File: config.mk
export PLATFORM = sky130hd
export DESIGN_NAME = piradip_axis_sample_buffer_reader
export DESIGN_NICKNAME = d
export VERILOG_FILES = /design/src/rtl/piradip_axis_sample_buffer_reader.sv
export SDC_FILE = /design/constraint.sdc
export NUM_CORES = 1
export LEC_CHECK = 0
export ABC_AREA = 1
export CORE_MARGIN = 2
export CORE_UTILIZATION = 56
export DETAILED_ROUTE_END_ITERATION = 6
export PLACE_DENSITY = 0.8
export SETUP_SLACK_MARGIN = 0.4
export SLEW_MARGIN = 20
export SYNTH_ARGS = -nofsm -noshare
export SYNTH_HDL_FRONTEND = slang
export SYNTH_SLANG_ARGS = --single-unit
File: constraint.sdc
create_clock -name aclk -period 4.75 [get_ports aclk]
set_input_delay 0.475 -clock aclk [delete_from_list [all_inputs] [get_ports aclk]]
set_output_delay 0.475 -clock aclk [all_outputs]
set_load 0.02 [all_outputs]
File: src/rtl/piradip_axis_sample_buffer_reader.sv
// Sample-buffer playback: walks a RAM read port from start to end offset
// and streams words on AXI4-Stream with full backpressure.
//
// Ports:
//   aclk, aresetn          clock, async active-low reset
//   update/active/one_shot control strobe and qualified fields
//   start/end_offset       pass bounds, shadowed on every update
//   i_en, q_en             per-lane I/Q enables, applied at FIFO write
//   stopped, wrap_toggle   status back to the CSR
//   mem_en/addr/rdata      buffer RAM read port (RAM_LATENCY cycles)
//   m_axis_*               AXI4-Stream manager
//
// Build option: PIRADIP_SAMPLE_READER_TLAST_EN drives m_axis_tlast on the
// beat read from the pass end offset; otherwise tlast is tied low.

module piradip_axis_sample_buffer_reader #(
  parameter int STREAM_DATA_WIDTH   = 128,
  parameter int STREAM_OFFSET_WIDTH = 12,
  parameter int RAM_LATENCY         = 2
) (
  input  logic                           aclk,
  input  logic                           aresetn,
  input  logic                           update,
  input  logic                           active,
  input  logic                           one_shot,
  input  logic [STREAM_OFFSET_WIDTH-1:0] start_offset,
  input  logic [STREAM_OFFSET_WIDTH-1:0] end_offset,
  input  logic                           i_en,
  input  logic                           q_en,
  output logic                           stopped,
  output logic                           wrap_toggle,
  output logic                           mem_en,
  output logic [STREAM_OFFSET_WIDTH-1:0] mem_addr,
  input  logic [STREAM_DATA_WIDTH-1:0]   mem_rdata,
  output logic [STREAM_DATA_WIDTH-1:0]   m_axis_tdata,
  output logic                           m_axis_tvalid,
  input  logic                           m_axis_tready,
  output logic                           m_axis_tlast
);

  localparam int DW    = STREAM_DATA_WIDTH;
  localparam int OW    = STREAM_OFFSET_WIDTH;
  localparam int L     = RAM_LATENCY;
  localparam int DEPTH = L + 2;
  localparam int PW    = $clog2(DEPTH);
  localparam int CW    = $clog2(DEPTH + 1);
  localparam int LANES = DW / 32;

  localparam logic [CW:0] DEPTH_V = (CW + 1)'(DEPTH);

  localparam logic [1:0] S_IDLE  = 2'd0;
  localparam logic [1:0] S_RUN   = 2'd1;
  localparam logic [1:0] S_DRAIN = 2'd2;

  logic [1:0]    state;
  logic          sh_one_shot;
  logic [OW-1:0] sh_start;
  logic [OW-1:0] sh_end;
  logic [OW-1:0] ptr;
  logic [OW-1:0] pass_end;
  logic          wrap_q;

  logic [L-1:0]  vpipe;
  logic [DW-1:0] fifo_data [DEPTH];
  logic [PW-1:0] wp;
  logic [PW-1:0] rp;
  logic [CW-1:0] count;
  logic [CW-1:0] inflight;

  logic          trig;
  logic          credit;
  logic          issue;
  logic          at_end;
  logic          push;
  logic          pop;
  logic          drained;
  logic [DW-1:0] masked;

  assign trig   = update & active;
  assign at_end = (ptr == pass_end);
  assign push   = vpipe[L-1];
  assign pop    = m_axis_tvalid & m_axis_tready;

  always_comb begin
    inflight = '0;
    for (int i = 0; i < L; i++)
      inflight = inflight + CW'(vpipe[i]);
  end

  // Reads in flight plus words held may never exceed the FIFO depth,
  // so every returned word has a slot waiting for it.
  assign credit = ({1'b0, inflight} + {1'b0, count}) < DEPTH_V;
  assign issue  = (state == S_RUN) & credit;

  // Leave DRAIN on the cycle the last held word is taken.
  assign drained = (inflight == '0) &&
                   ((count == '0) || ((count == CW'(1)) && pop));

  assign mem_en      = issue;
  assign mem_addr    = ptr;
  assign stopped     = (state == S_IDLE);
  assign wrap_toggle = wrap_q;

  always_ff @(posedge aclk or negedge aresetn) begin
    if (!aresetn) begin
      sh_one_shot <= 1'b0;
      sh_start    <= '0;
      sh_end      <= '1;
    end else if (update) begin
      sh_one_shot <= one_shot;
      sh_start    <= start_offset;
      sh_end      <= end_offset;
    end
  end

  always_ff @(posedge aclk or negedge aresetn) begin
    if (!aresetn) begin
      state    <= S_IDLE;
      ptr      <= '0;
      pass_end <= '0;
      wrap_q   <= 1'b0;
    end else if (trig) begin
      // Retrigger beats a coincident end of pass: no toggle.
      state    <= S_RUN;
      ptr      <= start_offset;
      pass_end <= end_offset;
    end else begin
      unique case (state)
        S_IDLE: ;
        S_RUN: begin
          if (issue) begin
            if (at_end) begin
              wrap_q <= ~wrap_q;
              if (sh_one_shot) begin
                state <= S_DRAIN;
              end else begin
                ptr      <= sh_start;
                pass_end <= sh_end;
              end
            end else begin
              ptr <= ptr + OW'(1);
            end
          end
        end
        S_DRAIN: begin
          if (drained)
            state <= S_IDLE;
        end
        default: state <= S_IDLE;
      endcase
    end
  end

  always_ff @(posedge aclk or negedge aresetn) begin
    if (!aresetn) begin
      vpipe <= '0;
    end else begin
      vpipe[0] <= issue;
      for (int i = 1; i < L; i++)
        vpipe[i] <= vpipe[i-1];
    end
  end

  always_comb begin
    masked = mem_rdata;
    for (int k = 0; k < LANES; k++) begin
      if (!i_en) masked[32*k +: 16]      = '0;
      if (!q_en) masked[32*k + 16 +: 16] = '0;
    end
  end

  always_ff @(posedge aclk or negedge aresetn) begin
    if (!aresetn) begin
      wp    <= '0;
      rp    <= '0;
      count <= '0;
    end else begin
      if (push)
        wp <= (wp == PW'(DEPTH - 1)) ? '0 : wp + PW'(1);
      if (pop)
        rp <= (rp == PW'(DEPTH - 1)) ? '0 : rp + PW'(1);
      count <= count + CW'(push) - CW'(pop);
    end
  end

  always_ff @(posedge aclk) begin
    if (push)
      fifo_data[wp] <= masked;
  end

  assign m_axis_tvalid = (count != '0);
  assign m_axis_tdata  = m_axis_tvalid ? fifo_data[rp] : '0;

`ifdef PIRADIP_SAMPLE_READER_TLAST_EN
  logic [L-1:0] lpipe;
  logic         fifo_last [DEPTH];

  always_ff @(posedge aclk or negedge aresetn) begin
    if (!aresetn) begin
      lpipe <= '0;
    end else begin
      lpipe[0] <= issue & at_end;
      for (int i = 1; i < L; i++)
        lpipe[i] <= lpipe[i-1];
    end
  end

  always_ff @(posedge aclk) begin
    if (push)
      fifo_last[wp] <= lpipe[L-1];
  end

  assign m_axis_tlast = m_axis_tvalid & fifo_last[rp];
`else
  assign m_axis_tlast = 1'b0;
`endif

endmodule
==> metrics <==
starting density of the core 56.5%; Leak Pwr 11.6 nW; global-route wire length before repair 91100 um; Simple-Gate Fraction of Synth Area 14.6%; Area contributors post-synth edfxtp_1 (63%), nor2_1 (8.7%), o21ai_0 (5.6%), dfrtp_1 (5.1%), nand2_1 (4.2%); Synth top area share 63.5%; routability cong. 0.905; top cells by count, synth nor2_1 (560), edfxtp_1 (512), o21ai_0 (273); clk sinks 573; row cnt 76; CP Data Required Time 4280 ps; Hold Vio Cnt, Final 0; post-detail-place hpwl 34800 um; slowest CP cell dfrtp_4; async set-reset flop share out of synthesis 10.6%; yosys warns 0; Period minus WS final 3950 ps; clk_skew 17.6 ps; top-count cell post-synth nor2_1; vias in the first global route 17027; Seq/Total Area, Yosys 69.8%; total CTS buffers 57; Final nets 2669; Die ar. 44900 um^2; Horiz. Die Dim 212 um; synthesized net count 2415; Min-Delay Path Class in -> async; Synth Area in Compound Gates 8.58%; # port buffers 303; Synth Area in Adders 0.651%; H-tree levels 2; post-DR wirelength/cell 19.1 um; largest net degree at the start of global routing 165; max_cap viols 0; Final Instance Count excl. Fillers 3131; worst path cell trace inv_4, buf_12, nor2_1, o21ai_0, a21oi_1, clkdlybuf4s50_1; Setup TNS 0 ps; mux cell area share after synthesis 0.558%; Least-Margin Pin Slew 1040 ps; Die H 212 um; routed wire length 59800 um; RSZ-0062 raised after global routing no; area delta synth->final 22.2%; core area 42900 um^2; crit share post-route 83.2%; Worst VDD drop 587 uV; max incr delay on CP 850 ps; XOR/XNOR Fraction of Synth Area 0.434%; Area after DPL 27700 um^2; Slew headroom 30.9%; Max Transition Viols Final 0; Post-route DRC 0; area leader, netlist edfxtp_1; outcome finished, final reports clean; Hold Worst Slack 390 ps; synthesized cell area 24200 um^2; EDFF count, synth 512; final setup vio count 0; post-synth cell types 31; main combinational cell family by area after synthesis simple AND/OR/NAND/NOR gates; Clock transition at path regs 60 ps; Tot Pwr 20.6 mW; placed insts 3022; TritonCTS clock tree yes; worst setup margin 797 ps; Synth Register Bits 573; Final Cell Area 29600 um^2; pre-CTS setup slack 1420 ps; Initial DRC Count 1833; IO Pins 305; router iterations before antenna repair 5; share of layout cells above drive strength 1 6.29%; via count 17322; Max Freq 0.253 GHz; Power Density 697 nW/um^2; Routed Antenna Nets 0; clock buffer depth 3; Syn Inst Count 2243; total grt overflow 0; Post-synth top flop edfxtp_1; gr usage total 26.5%; arrival time worst endpoint 3480 ps; Mapped Avg Cell Area 10.8 um^2; critical path type reg -> out; Vias/cell 5.53; initial antenna violation count 5; CP Capture Type output port; Worst Setup Start Kind flip-flop; Skew-Pair Late Insertion Delay 630 ps; clock root buffer clkbuf_16; worst-path fanout max 57; Util after Layout 69.0%
## flip-flops by register name, indices dropped and copies added (netlist names), 3 cells and up
signal and flops:
sh_start 12, count 3, pass_end 12, fifo_data 512, mem_addr 12, sh_end 12
## path summary, 6_finish.rpt
kind	from	endpoint	slack, ps	cells past startpoint
setup / recovery	rp[1]$_DFFE_PN0P_	m_axis_tdata[58]	800	6
setup reg to reg	count[1]$_DFF_PN0_	count[2]$_DFF_PN0_	2020	9
min in group aclk	end_offset[6]	sh_end[6]$_DFFE_PN1P_	420	3
hold / removal	aresetn	sh_start[11]$_DFFE_PN0P_	390	2
hold reg to reg	vpipe[0]$_DFF_PN0_	vpipe[1]$_DFF_PN0_	420	0
max in group asynchronous	aresetn	rp[0]$_DFFE_PN0P_	3430	3
## metal layers
metal	GRT usage, %	wire length (um)	vias up	share of wire [%]
met1	33.8	23000	8360	39
met5	0	42	-	0.070
met2	44.6	29700	794	50
met4	9.42	1850	6	3.1
li1	-	-	8032	-
met3	6.28	5220	130	8.7
## critical path: cells and delay by family (launching register included)
| kind | cells | cell delay, ps |
|---|---|---|
| and+or+nand+nor | 1 | 130 |
| buffers and inverters | 3 | 1470 |
| DFF | 1 | 850 |
| AOI/OAI and AO/OA | 2 | 350 |
## cell type report
cell class / instances / area (um^2)
antenna: 2 / 5.00
clock buffer: 69 / 1500
clock inverter: 37 / 419
fill: 3034 / 13300
inverter: 187 / 729
multi-input combinational: 1349 / 6020
sequential: 573 / 16900
tap: 585 / 732
timing repair buffer: 329 / 3280
## repair_timing
item / 4_1_cts / 5_1_grt
hold buffers: 1 / 0
endpoints found under the setup margin: 0 / 0
resized for setup: 0 / 0
buffers inserted: 0 / 0
endpoints found under the hold margin: 20 / 0
## power by group
group          leakage, nW  internal, mW  switching, mW
combinational         5.17          3.17           5.51
clock                0.935          2.69           1.92
sequential            5.49          6.82          0.511
## cell usage in the layout (no fill, tap or decap), types with 10 or more instances in the layout
| cell type | count |
|---|---|
| nand3_1 | 33 |
| clkbuf_16 | 58 |
| edfxtp_1 | 512 |
| mux2_2 | 12 |
| clkinv_2 | 10 |
| ha_1 | 11 |
| clkbuf_1 | 10 |
| nor2_1 | 559 |
| nand2_1 | 271 |
| nand4_1 | 20 |
| o21ai_0 | 273 |
| a21oi_1 | 132 |
| clkinv_1 | 11 |
| clkdlybuf4s50_1 | 300 |
| dfrtp_1 | 47 |
| dfstp_2 | 12 |
| inv_1 | 176 |
| buf_4 | 20 |
## cell families after synthesis
family	count (synthesis)
simple gates	898
flops	573
compound gates	414
buf+inv	321
fa+ha+maj	12
xor+xnor	12
mux	12
other cells	1
No activity file was read; power rests on OpenSTA's default activity.
==> patch: new RTL, config.mk and constraints unchanged <==
Change the parameter `STREAM_OFFSET_WIDTH` from 12 to 14.
--- a/src/rtl/piradip_axis_sample_buffer_reader.sv
+++ b/src/rtl/piradip_axis_sample_buffer_reader.sv
@@ -17,3 +17,3 @@
   parameter int STREAM_DATA_WIDTH   = 128,
-  parameter int STREAM_OFFSET_WIDTH = 12,
+  parameter int STREAM_OFFSET_WIDTH = 14,
   parameter int RAM_LATENCY         = 2
Ports: changed (resized end_offset, mem_addr and start_offset); port bits go from 305 to 311. No check against the original RTL was run, so the function may have changed too.
==> patch against the original RTL <==
- setup slack improved by 31 ps
- final cell count rose by 3.5%
- final area rose by 1.7%
- routed wire length rose by 7.0%
- synthesized area rose by 2.2%
- register-to-register slack barely moved
- sequential cell count rose by 8
- power barely moved
- die area rose by 2.2%
- largest cell class unchanged
- highest routed layer unchanged
==> patch: results (changes against the original RTL) <==
| Group | Quantity | Value | Delta |
|:---|:---|:---|:---|
| critical path | R2R depth | 11 | +2 |
| critical path | Signal arrival time at the worst endpoint | 3450 ps | -30 ps |
| timing | Setup skew after layout | 60.4 ps | +42.8 ps |
| grt | Antenna violations before repair | 6 | +1 |
| timing | Worst Tran Pin Value | 1080 ps | +44.0 ps |
| finish | Cell Count, Final, Fillers Out | 3241 | +3.5% |
| finish | Layout fillers | 3223 | +6.2% |
| finish | Net count, final | 2777 | +4.0% |
| synthesis | Arithmetic-cell share of the synthesized area counting full adders, half adders and majority gates | 0.637% | -0.014 points |
| power and ir drop | Reported leakage power | 0.0119 uW | +2.4% |
| synthesis | Biggest area contributors in the synthesized netlist | sky130_fd_sc_hd__edfxtp_1 (62%), sky130_fd_sc_hd__nor2_1 (8.6%), sky130_fd_sc_hd__o21ai_0 (5.7%) |  |
| placement | Final weighted congestion of routability-driven global placement | 0.931 | +2.8% |
| synthesis | Number of nets in the synthesized netlist | 2516 | +4.2% |
| critical path | CP max-delay cell | sky130_fd_sc_hd__inv_4 |  |
| critical path | Max FO, Critical Path | 64 | +12% |
| critical path | Largest stage delay, worst path | 720 ps | -130 ps |
| synthesis | Complex-gate fraction of the synthesized area | 8.55% | -0.023 points |
| hold path | Tightest Hold Check Type | in2reg |  |
| synthesis | Sequential-to-total area share from yosys stat | 69.2% | -0.69 points |
| synthesis | Number of library cell types mapped by synthesis | 34 | +9.7% |
| detailed routing | DRC marker count from the first detailed-route iteration | 2005 | +9.4% |
| synthesis | Fraction of registers with async set or reset after synthesis | 11.9% | +1.2 points |
| synthesis | Multiplexer share of the synthesized area | 0.637% | +0.079 points |
| critical path | Worst setup path end | m_axis_tdata[94] |  |
| placement | Number of instances in the placed design | 3133 | +3.7% |
| grt | Total routing usage reported by global routing | 27.6% | +1.1 points |
| detailed routing | Total detailed-routing wirelength | 64000 um | +7.0% |
| placement | HPWL Detailed | 38300 um | +10% |
| run status | Status | finished clean |  |
| grt | Global-route wire length before repair | 98000 um | +7.5% |
[patch: changes by cell type after synthesis, moves of 8 or more]
| cell | delta |
|---|---|
| sky130_fd_sc_hd__clkbuf_1 | +13 |
| sky130_fd_sc_hd__inv_1 | +8 |
| sky130_fd_sc_hd__buf_2 | -11 |
| sky130_fd_sc_hd__nand2_1 | +68 |
| sky130_fd_sc_hd__o21ai_0 | +10 |
| sky130_fd_sc_hd__nand4_1 | -16 |
[patch: logic make-up (layout without fill, tap and decap cells)]
logic type      after synthesis  in the layout
compound gates              422            422
simple gates                962            962
mux                          14             14
flops                       581            581
fa+ha+maj                    12             12
buf+inv                     336            642
xor+xnor                     12             12
other cells                   1              4
[patch: metal layers]
layer,part of all wire (%),track usage [%]
met3,8.3,5.96
met5,0.077,0
met1,38,34.2
met4,4.3,13.5
met2,49,46.2
[patch: worst min-delay path: cells and delay by family]
kind / cells / cell delay (ps)
and+or+nand+nor: 1 / 80
AOI/OAI and AO/OA: 1 / 80
buffers and inverters: 1 / 400
[patch: how the worst min path moves through the flow]
stage | slack, ps | startpoint | endpoint
floorplan | 180 | aresetn | count[0]
global placement | 400 | vpipe[0] | vpipe[1]
detailed placement | 410 | vpipe[0] | vpipe[1]
CTS | 380 | end_offset[13] | sh_end[13]
global route | 440 | end_offset[1] | sh_end[1]
finish | 420 | end_offset[13] | sh_end[13]
[patch: per-stage QoR]
step / power (uW) / instance area (um2) / setup WS [ps] / hold WS (ps)
2_1_floorplan: 12500 / 24800 / 1110 / 179
3_3_place_gp: 16000 / 28300 / 1640 / 402
3_5_place_dp: 16200 / 28300 / 1610 / 413
4_1_cts: 20700 / 30100 / 833 / 384
5_1_grt: 21700 / 30100 / 773 / 438
6_report: 20600 / 30100 / 828 / 421
[patch: final cells by class]
cell class,instances,share of cell area (%)
inverter,202,2.61
antenna,3,0.0249
timing repair buffer,336,11.0
tap,592,2.46
clock buffer,79,5.18
clock inverter,25,0.922
multi-input combinational,1423,20.9
sequential,581,56.9
[patch: power breakdown]
group	total [uW]	switching, uW	internal [uW]
combinational	8800	5630	3170
sequential	7400	518	6880
clock	4440	1920	2520
